**config.mk**
```make
export PLATFORM = sky130hd
export DESIGN_NAME = freq_div_monitor_flat
export DESIGN_NICKNAME = d
export VERILOG_FILES = /design/src/rtl/freq_div_monitor_if.sv /design/src/rtl/freq_div_monitor.sv /design/src/flat_wrapper.sv
export SDC_FILE = /design/constraint.sdc
export NUM_CORES = 1
export LEC_CHECK = 0
export BUFFER_PORTS_ARGS = -buffer_cell sky130_fd_sc_hd__buf_2
export CORE_ASPECT_RATIO = 1.5
export CORE_MARGIN = 8
export CORE_UTILIZATION = 60
export DETAILED_ROUTE_END_ITERATION = 16
export MAX_ROUTING_LAYER = met4
export PLACE_DENSITY_LB_ADDON = 0.1
export SYNTH_ARGS = -nofsm -noshare
export SYNTH_HDL_FRONTEND = slang
export SYNTH_SLANG_ARGS = --single-unit
```
**constraint.sdc**
```tcl
create_clock -name clk -period 3.55 [get_ports clk]
set_input_delay 0.355 -clock clk [delete_from_list [all_inputs] [get_ports clk]]
set_output_delay 0.355 -clock clk [all_outputs]
set_load 0.01 [all_outputs]
```
**src/rtl/freq_div_monitor_if.sv**
```systemverilog
// Signal bundle between the divided clock under test, the period monitor and its status consumer.
interface freq_div_monitor_if #(
  parameter int CNT_W = 8,
  parameter int ERR_W = 8
);
  logic             div_clk_in;
  logic             enable;
  logic             clear_err;
  logic [CNT_W-1:0] period_out;
  logic             period_valid;
  logic             lock;
  logic             err_pulse;
  logic [ERR_W-1:0] err_count;
  logic [1:0]       state;

  modport master (
    output div_clk_in, enable, clear_err,
    input  period_out, period_valid, lock, err_pulse, err_count, state
  );

  modport slave (
    input  div_clk_in, enable, clear_err,
    output period_out, period_valid, lock, err_pulse, err_count, state
  );
endinterface

```
**src/rtl/freq_div_monitor.sv**
```systemverilog
// Measures the period of a divided clock in fast-clock cycles, locks on the expected ratio
// and flags/counts later period errors or stalls.
module freq_div_monitor #(
  parameter int EXP_PERIOD = 3,
  parameter int CNT_W      = 8,
  parameter int LOCK_N     = 4,
  parameter int TIMEOUT    = 8,
  parameter int ERR_W      = 8
) (
  input logic               clk,
  input logic               rst,
  freq_div_monitor_if.slave mon
);

  typedef enum logic [1:0] {
    IDLE    = 2'd0,
    ACQUIRE = 2'd1,
    LOCKED  = 2'd2,
    ERROR   = 2'd3
  } state_t;

  localparam int GOOD_W = $clog2(LOCK_N + 1);

  localparam logic [CNT_W-1:0]  CNT_MAX     = {CNT_W{1'b1}};
  localparam logic [CNT_W-1:0]  CNT_ZERO    = {CNT_W{1'b0}};
  localparam logic [CNT_W-1:0]  CNT_ONE     = {{(CNT_W-1){1'b0}}, 1'b1};
  localparam logic [CNT_W-1:0]  EXP_CNT     = CNT_W'(EXP_PERIOD);
  localparam logic [CNT_W-1:0]  TIMEOUT_CNT = CNT_W'(TIMEOUT);
  localparam logic [ERR_W-1:0]  ERR_MAX     = {ERR_W{1'b1}};
  localparam logic [ERR_W-1:0]  ERR_ZERO    = {ERR_W{1'b0}};
  localparam logic [ERR_W-1:0]  ERR_ONE     = {{(ERR_W-1){1'b0}}, 1'b1};
  localparam logic [GOOD_W-1:0] GOOD_ZERO   = {GOOD_W{1'b0}};
  localparam logic [GOOD_W-1:0] GOOD_ONE    = {{(GOOD_W-1){1'b0}}, 1'b1};
  localparam logic [GOOD_W-1:0] LOCK_CNT    = GOOD_W'(LOCK_N);

  function automatic logic [CNT_W-1:0] cnt_sat_inc(input logic [CNT_W-1:0] v);
    if (v == CNT_MAX) begin
      return v;
    end else begin
      return v + CNT_ONE;
    end
  endfunction

  function automatic logic [ERR_W-1:0] err_sat_inc(input logic [ERR_W-1:0] v);
    if (v == ERR_MAX) begin
      return v;
    end else begin
      return v + ERR_ONE;
    end
  endfunction

  state_t            state_r;
  logic              s1_r, s2_r, s3_r, rise_r;
  logic [CNT_W-1:0]  cnt_r;
  logic              seen_r;
  logic              stalled_r;
  logic [GOOD_W-1:0] good_cnt_r;
  logic [CNT_W-1:0]  period_out_r;
  logic              period_valid_r;
  logic              lock_r;
  logic              err_pulse_r;
  logic [ERR_W-1:0]  err_count_r;

  logic meas_s, good_s, fault_s, stall_s, lock_err_s;

  // Events seen by the FSM this cycle; all derived from registered state only.
  assign meas_s     = rise_r & seen_r;
  assign good_s     = meas_s & (cnt_r == EXP_CNT);
  assign stall_s    = seen_r & ~rise_r & ~stalled_r & (cnt_r == TIMEOUT_CNT);
  assign fault_s    = (meas_s & (cnt_r != EXP_CNT)) | stall_s;
  assign lock_err_s = mon.enable & (state_r == LOCKED) & fault_s;

  // Edge synchroniser, period counter, lock FSM and error accounting.
  always_ff @(posedge clk) begin
    if (!rst) begin
      state_r        <= IDLE;
      s1_r           <= 1'b0;
      s2_r           <= 1'b0;
      s3_r           <= 1'b0;
      rise_r         <= 1'b0;
      cnt_r          <= CNT_ZERO;
      seen_r         <= 1'b0;
      stalled_r      <= 1'b0;
      good_cnt_r     <= GOOD_ZERO;
      period_out_r   <= CNT_ZERO;
      period_valid_r <= 1'b0;
      lock_r         <= 1'b0;
      err_pulse_r    <= 1'b0;
      err_count_r    <= ERR_ZERO;
    end else begin
      s1_r           <= mon.div_clk_in;
      s2_r           <= s1_r;
      s3_r           <= s2_r;
      rise_r         <= s2_r & ~s3_r;
      period_valid_r <= 1'b0;
      err_pulse_r    <= lock_err_s;

      // A clear that coincides with an error still leaves the count at zero.
      if (mon.clear_err) begin
        err_count_r <= ERR_ZERO;
      end else if (lock_err_s) begin
        err_count_r <= err_sat_inc(err_count_r);
      end else begin
        err_count_r <= err_count_r;
      end

      if (!mon.enable) begin
        state_r    <= IDLE;
        lock_r     <= 1'b0;
        cnt_r      <= CNT_ZERO;
        seen_r     <= 1'b0;
        stalled_r  <= 1'b0;
        good_cnt_r <= GOOD_ZERO;
      end else begin
        case (state_r)
          IDLE: begin
            state_r <= ACQUIRE;
            lock_r  <= 1'b0;
          end
          ACQUIRE: begin
            if (good_cnt_r == LOCK_CNT) begin
              state_r    <= LOCKED;
              lock_r     <= 1'b1;
              good_cnt_r <= GOOD_ZERO;
            end else if (good_s) begin
              good_cnt_r <= good_cnt_r + GOOD_ONE;
            end else if (fault_s) begin
              good_cnt_r <= GOOD_ZERO;
            end else begin
              good_cnt_r <= good_cnt_r;
            end
          end
          LOCKED: begin
            if (fault_s) begin
              state_r <= ERROR;
              lock_r  <= 1'b0;
            end else begin
              state_r <= LOCKED;
              lock_r  <= 1'b1;
            end
          end
          ERROR: begin
            state_r    <= ACQUIRE;
            lock_r     <= 1'b0;
            good_cnt_r <= GOOD_ZERO;
          end
          default: begin
            state_r <= IDLE;
            lock_r  <= 1'b0;
          end
        endcase

        // The first rise after IDLE only arms the measurement; seen survives ERROR.
        if (state_r == IDLE) begin
          cnt_r      <= CNT_ZERO;
          seen_r     <= 1'b0;
          stalled_r  <= 1'b0;
          good_cnt_r <= GOOD_ZERO;
        end else if (rise_r) begin
          cnt_r     <= CNT_ONE;
          seen_r    <= 1'b1;
          stalled_r <= 1'b0;
          if (seen_r) begin
            period_out_r   <= cnt_r;
            period_valid_r <= 1'b1;
          end else begin
            period_out_r <= period_out_r;
          end
        end else begin
          cnt_r <= cnt_sat_inc(cnt_r);
          if (stall_s) begin
            stalled_r <= 1'b1;
          end else begin
            stalled_r <= stalled_r;
          end
        end
      end
    end
  end

  assign mon.period_out   = period_out_r;
  assign mon.period_valid = period_valid_r;
  assign mon.lock         = lock_r;
  assign mon.err_pulse    = err_pulse_r;
  assign mon.err_count    = err_count_r;
  assign mon.state        = state_r;

endmodule

```
**src/flat_wrapper.sv**
```systemverilog
// flat-port wrapper written by rule: the top's interface ports become plain ports
module freq_div_monitor_flat 
#(
  parameter int EXP_PERIOD = 3,
  parameter int CNT_W      = 8,
  parameter int LOCK_N     = 4,
  parameter int TIMEOUT    = 8,
  parameter int ERR_W      = 8
)
  (clk, rst, mon_div_clk_in, mon_enable, mon_clear_err, mon_period_out, mon_period_valid, mon_lock, mon_err_pulse, mon_err_count, mon_state);
  freq_div_monitor_if #(.CNT_W(CNT_W), .ERR_W(ERR_W)) mon_i ();
  input logic clk;
  input logic rst;
  input wire logic [$bits(mon_i.div_clk_in)-1:0] mon_div_clk_in;
  input wire logic [$bits(mon_i.enable)-1:0] mon_enable;
  input wire logic [$bits(mon_i.clear_err)-1:0] mon_clear_err;
  output wire logic [$bits(mon_i.period_out)-1:0] mon_period_out;
  output wire logic [$bits(mon_i.period_valid)-1:0] mon_period_valid;
  output wire logic [$bits(mon_i.lock)-1:0] mon_lock;
  output wire logic [$bits(mon_i.err_pulse)-1:0] mon_err_pulse;
  output wire logic [$bits(mon_i.err_count)-1:0] mon_err_count;
  output wire logic [$bits(mon_i.state)-1:0] mon_state;
  assign mon_i.div_clk_in = mon_div_clk_in;
  assign mon_i.enable = mon_enable;
  assign mon_i.clear_err = mon_clear_err;
  assign mon_period_out = mon_i.period_out;
  assign mon_period_valid = mon_i.period_valid;
  assign mon_lock = mon_i.lock;
  assign mon_err_pulse = mon_i.err_pulse;
  assign mon_err_count = mon_i.err_count;
  assign mon_state = mon_i.state;
  freq_div_monitor #(.EXP_PERIOD(EXP_PERIOD), .CNT_W(CNT_W), .LOCK_N(LOCK_N), .TIMEOUT(TIMEOUT), .ERR_W(ERR_W)) u_core (.clk(clk), .rst(rst), .mon(mon_i));
endmodule
```
==> results_dict.tcl <==
set metrics [dict create \
    rsz0062_at_grt "false" \
    clk_pin_slew_worst_paths_ns 0.07 \
    vias 1550 \
    cp-start-kind "flop" \
    vdd_drop_max_mv 0.3017 \
    synth_cells 204 \
    insertion_delay_ns 0.29 \
    wl_met3_um 212 \
    crit_family "simple AND/OR/NAND/NOR gates" \
    cap_violations 0 \
    switching_share_pct 19.63 \
    power.density_nw_per_um2 454.6 \
    met2RoutedLength_mm 2.154 \
    die_area_sq_um 4946 \
    syn_nets 219 \
    drv_slew 0 \
    syn_area_sq_um 1754 \
    cts.path.max_buffers 2 \
    fin_crit_ns 2.155 \
    fill_cells 244 \
    p_int_mw 0.7456 \
    fp.dieW_um 60.15 \
    synth_cell_type_count 41 \
    cts_buffers 5 \
    path_max_fanout 6 \
    htreeDepth 2 \
    highest_layer "met4" \
    drt_first_iter_violations 46 \
    synth_top_family_by_area "simple AND/OR/NAND/NOR gates" \
    area_growth_pct 16.33 \
    hp-class "primary input to flop" \
    crit_path_top_delay_cell "nor4_1" \
    comb_power_share_pct 4.3 \
    cts_resized 0 \
    io_buffers 25 \
    routabilityCongestion 0.8882 \
    power_leakage_nw 0.7781 \
    netlist.area_leader.share_pct 43.37 \
    yosysSeqAreaShare_pct 43.37 \
    hpwl_mm 2.979 \
    fin_skew_ns 0.003331 \
    wire_per_inst_um 14.86 \
    synth_edf_count 0 \
    path_class "flop to flop" \
    rows 24 \
    dr.pass1.iters 4 \
    tightestPinTransition_ns 0.6082 \
    clock-sinks 38 \
    crit_buf_inv 1 \
    yosys.area_share.simple_pct 26.11 \
    status "finished clean" \
    clock.fmax_ghz 0.4641 \
    synthFlopType "dfxtp_1" \
    critPathArrivalTime_ns 2.37 \
    setup-violations-final 0 \
    antennaDiodeCount 0 \
    cts_tree "built" \
    ys_warn_count 0 \
    grt_use_total_pct 18.10 \
    critPathRequiredTime_ns 3.77 \
    wirelength_met1_mm 1.542 \
    ant_nets 0 \
    gr-total-overflow 0 \
    synth-compound-area-share_pct 16.19 \
    grt_max_degree 18 \
    io_pins 26 \
    synth.avg_cell_area_sq_um 8.599 \
    antenna_found_initial 0 \
    slowest_delay_ns 0.55 \
    cts_root_buffer "clkbuf_8" \
    remaining_drc_errors 0 \
    final_net_count 246 \
    grt_pass1_wl_mm 6.603 \
    cp_cell_sequence "inv_1 -> ha_1 -> nor2b_1 -> nand2_1 -> nor4_1 -> nand3_1 -> mux2i_1" \
    relSlewSlack_pct 59.37 \
    fin_tns_setup_ns 0 \
    holdBufCountCts 0 \
    drive_gt1_share_pct 15.09 \
    muxShareOfSynthArea_pct 1.141 \
    initial_core_util_pct 61.49 \
    hold_violations 0 \
    finalCritPeriodShare_pct 60.70 \
    synth_fa_ha_area_share_pct 7.133 \
    power_mw 0.9277 \
    synthXorXnorAreaFrac_pct 1.997 \
    viasPerCell 5.720 \
    pwr-share-seq_pct 46.8 \
    core-area_sq_um 2853 \
    cp-end-kind "flop" \
    post-cts-setup-buffer-count 0 \
    ys_ff_latch 38 \
    yosysTopAreaCell "dfxtp_1" \
    yosys-top-cells-area "dfxtp_1 43%, ha_1 7.1%, nand2_1 6.8%" \
    synthArstFlopShare_pct 0 \
    first_global_vias 1508 \
    p_clk_share_pct 48.8 \
    die_y_um 82.22 \
    drt-total-wl_mm 4.028 \
    power_switching_mw 0.1821 \
]
-- cells by family after synthesis --
kind of cell | after synthesis
simple gates | 94
fa+ha+maj | 10
mux | 2
xor+xnor | 4
flops | 38
buf+inv | 16
compound gates | 40
-- worst paths after layout --
kind,from,to,slack (ns),cells past startpoint
worst min-delay path,mon_div_clk_in,u_core.s1_r,0.27,2
worst min register to register,u_core.s3_r,u_core.rise_r,0.41,1
worst max register to register,u_core.mon.state[0],u_core.good_cnt_r[2],1.40,7
worst max-delay path,u_core.mon.state[0],u_core.good_cnt_r[2],1.40,7
-- state kept, by name, indices dropped and copies added, names as in the netlist --
name	flops
u_core.cnt_r	8
u_core.mon.err_count	8
u_core.mon.period_out	8
u_core.good_cnt_r	3
u_core.mon.state	2
u_core.mon.err_pulse	1
u_core.mon.lock	1
u_core.mon.period_valid	1
u_core.rise_r	1
u_core.s1_r	1
u_core.s2_r	1
u_core.s3_r	1
u_core.seen_r	1
u_core.stalled_r	1
-- layer usage --
layer	vias to the layer above	track usage, %
met1	728	16.71
met4	0	9.592
met2	44	33.15
met5	-	-
li1	765	-
met3	13	4.186
-- placed cells by master (no fill, tap or decap), types with 2 or more instances in the layout --
master and instances:
buf_2 25, nand2_1 32, a21oi_1 7, nand3_1 14, o311ai_1 2, or3_1 2
inv_1 11, a211oi_1 3, nor4_1 2, nand2b_1 2, a31oi_1 3, bufinv_16 2
xor2_1 3, and2_1 8, ha_1 10, o21ai_0 5, clkbuf_8 6, mux2i_1 2
nand4_1 3, and3_1 2, nor3_1 2, dfxtp_1 38, nor2b_1 4, nor2_1 18
a21boi_0 8, o41ai_1 2, o21ai_1 2
-- stage by stage --
step / util (%) / hold WS (ns) / instance area [sq um] / instances / worst slack (ns)
after detailed placement: 66.54 / 0.3905 / 1898 / 263 / 1.505
after floorplan: - / 0.3674 / 1754 / 204 / 1.779
final: 71.54 / 0.2693 / 2041 / 271 / 1.395
after global placement: 66.54 / 0.3734 / 1898 / 263 / 1.566
after CTS: 71.54 / 0.2669 / 2041 / 271 / 1.478
after global routing: 71.54 / 0.2617 / 2041 / 271 / 1.255
-- power by group through the flow --
stage	combinational [mW]	clock [mW]	sequential, mW
after detailed placement	0.0387	0	0.444
after floorplan	0.0250	0	0.445
after global placement	0.0369	0	0.444
after CTS	0.0398	0.460	0.434
after global routing	0.0436	0.475	0.435
final	0.0401	0.453	0.435
-- cell type report --
type / count / area (sq um) / share of cell area, %
Multi-Input combinational cell: 150 / 922.1 / 45.19
Sequential cell: 38 / 760.7 / 37.28
Tap cell: 39 / 48.80 / 2.391
Timing Repair Buffer: 25 / 125.1 / 6.131
Clock inverter: 2 / 60.06 / 2.943
Inverter: 11 / 41.29 / 2.023
Clock buffer: 6 / 82.58 / 4.047
-- cells in the mapped netlist (all sizes together), types with 4 or more instances --
library cell / number
dfxtp: 38
nand2: 32
nor2: 18
nand3: 14
inv: 11
ha: 10
a21boi: 8
and2: 8
a21oi: 7
o21ai: 7
nor2b: 4
-- worst reg2reg max path, stage by stage (launching register included) --
cell     delay (ns)
dfxtp_1        0.44
inv_1          0.11
ha_1           0.21
nor2b_1        0.25
nand2_1        0.16
nor4_1         0.55
nand3_1        0.18
mux2i_1        0.17
Power figures use the tool's default switching activity.
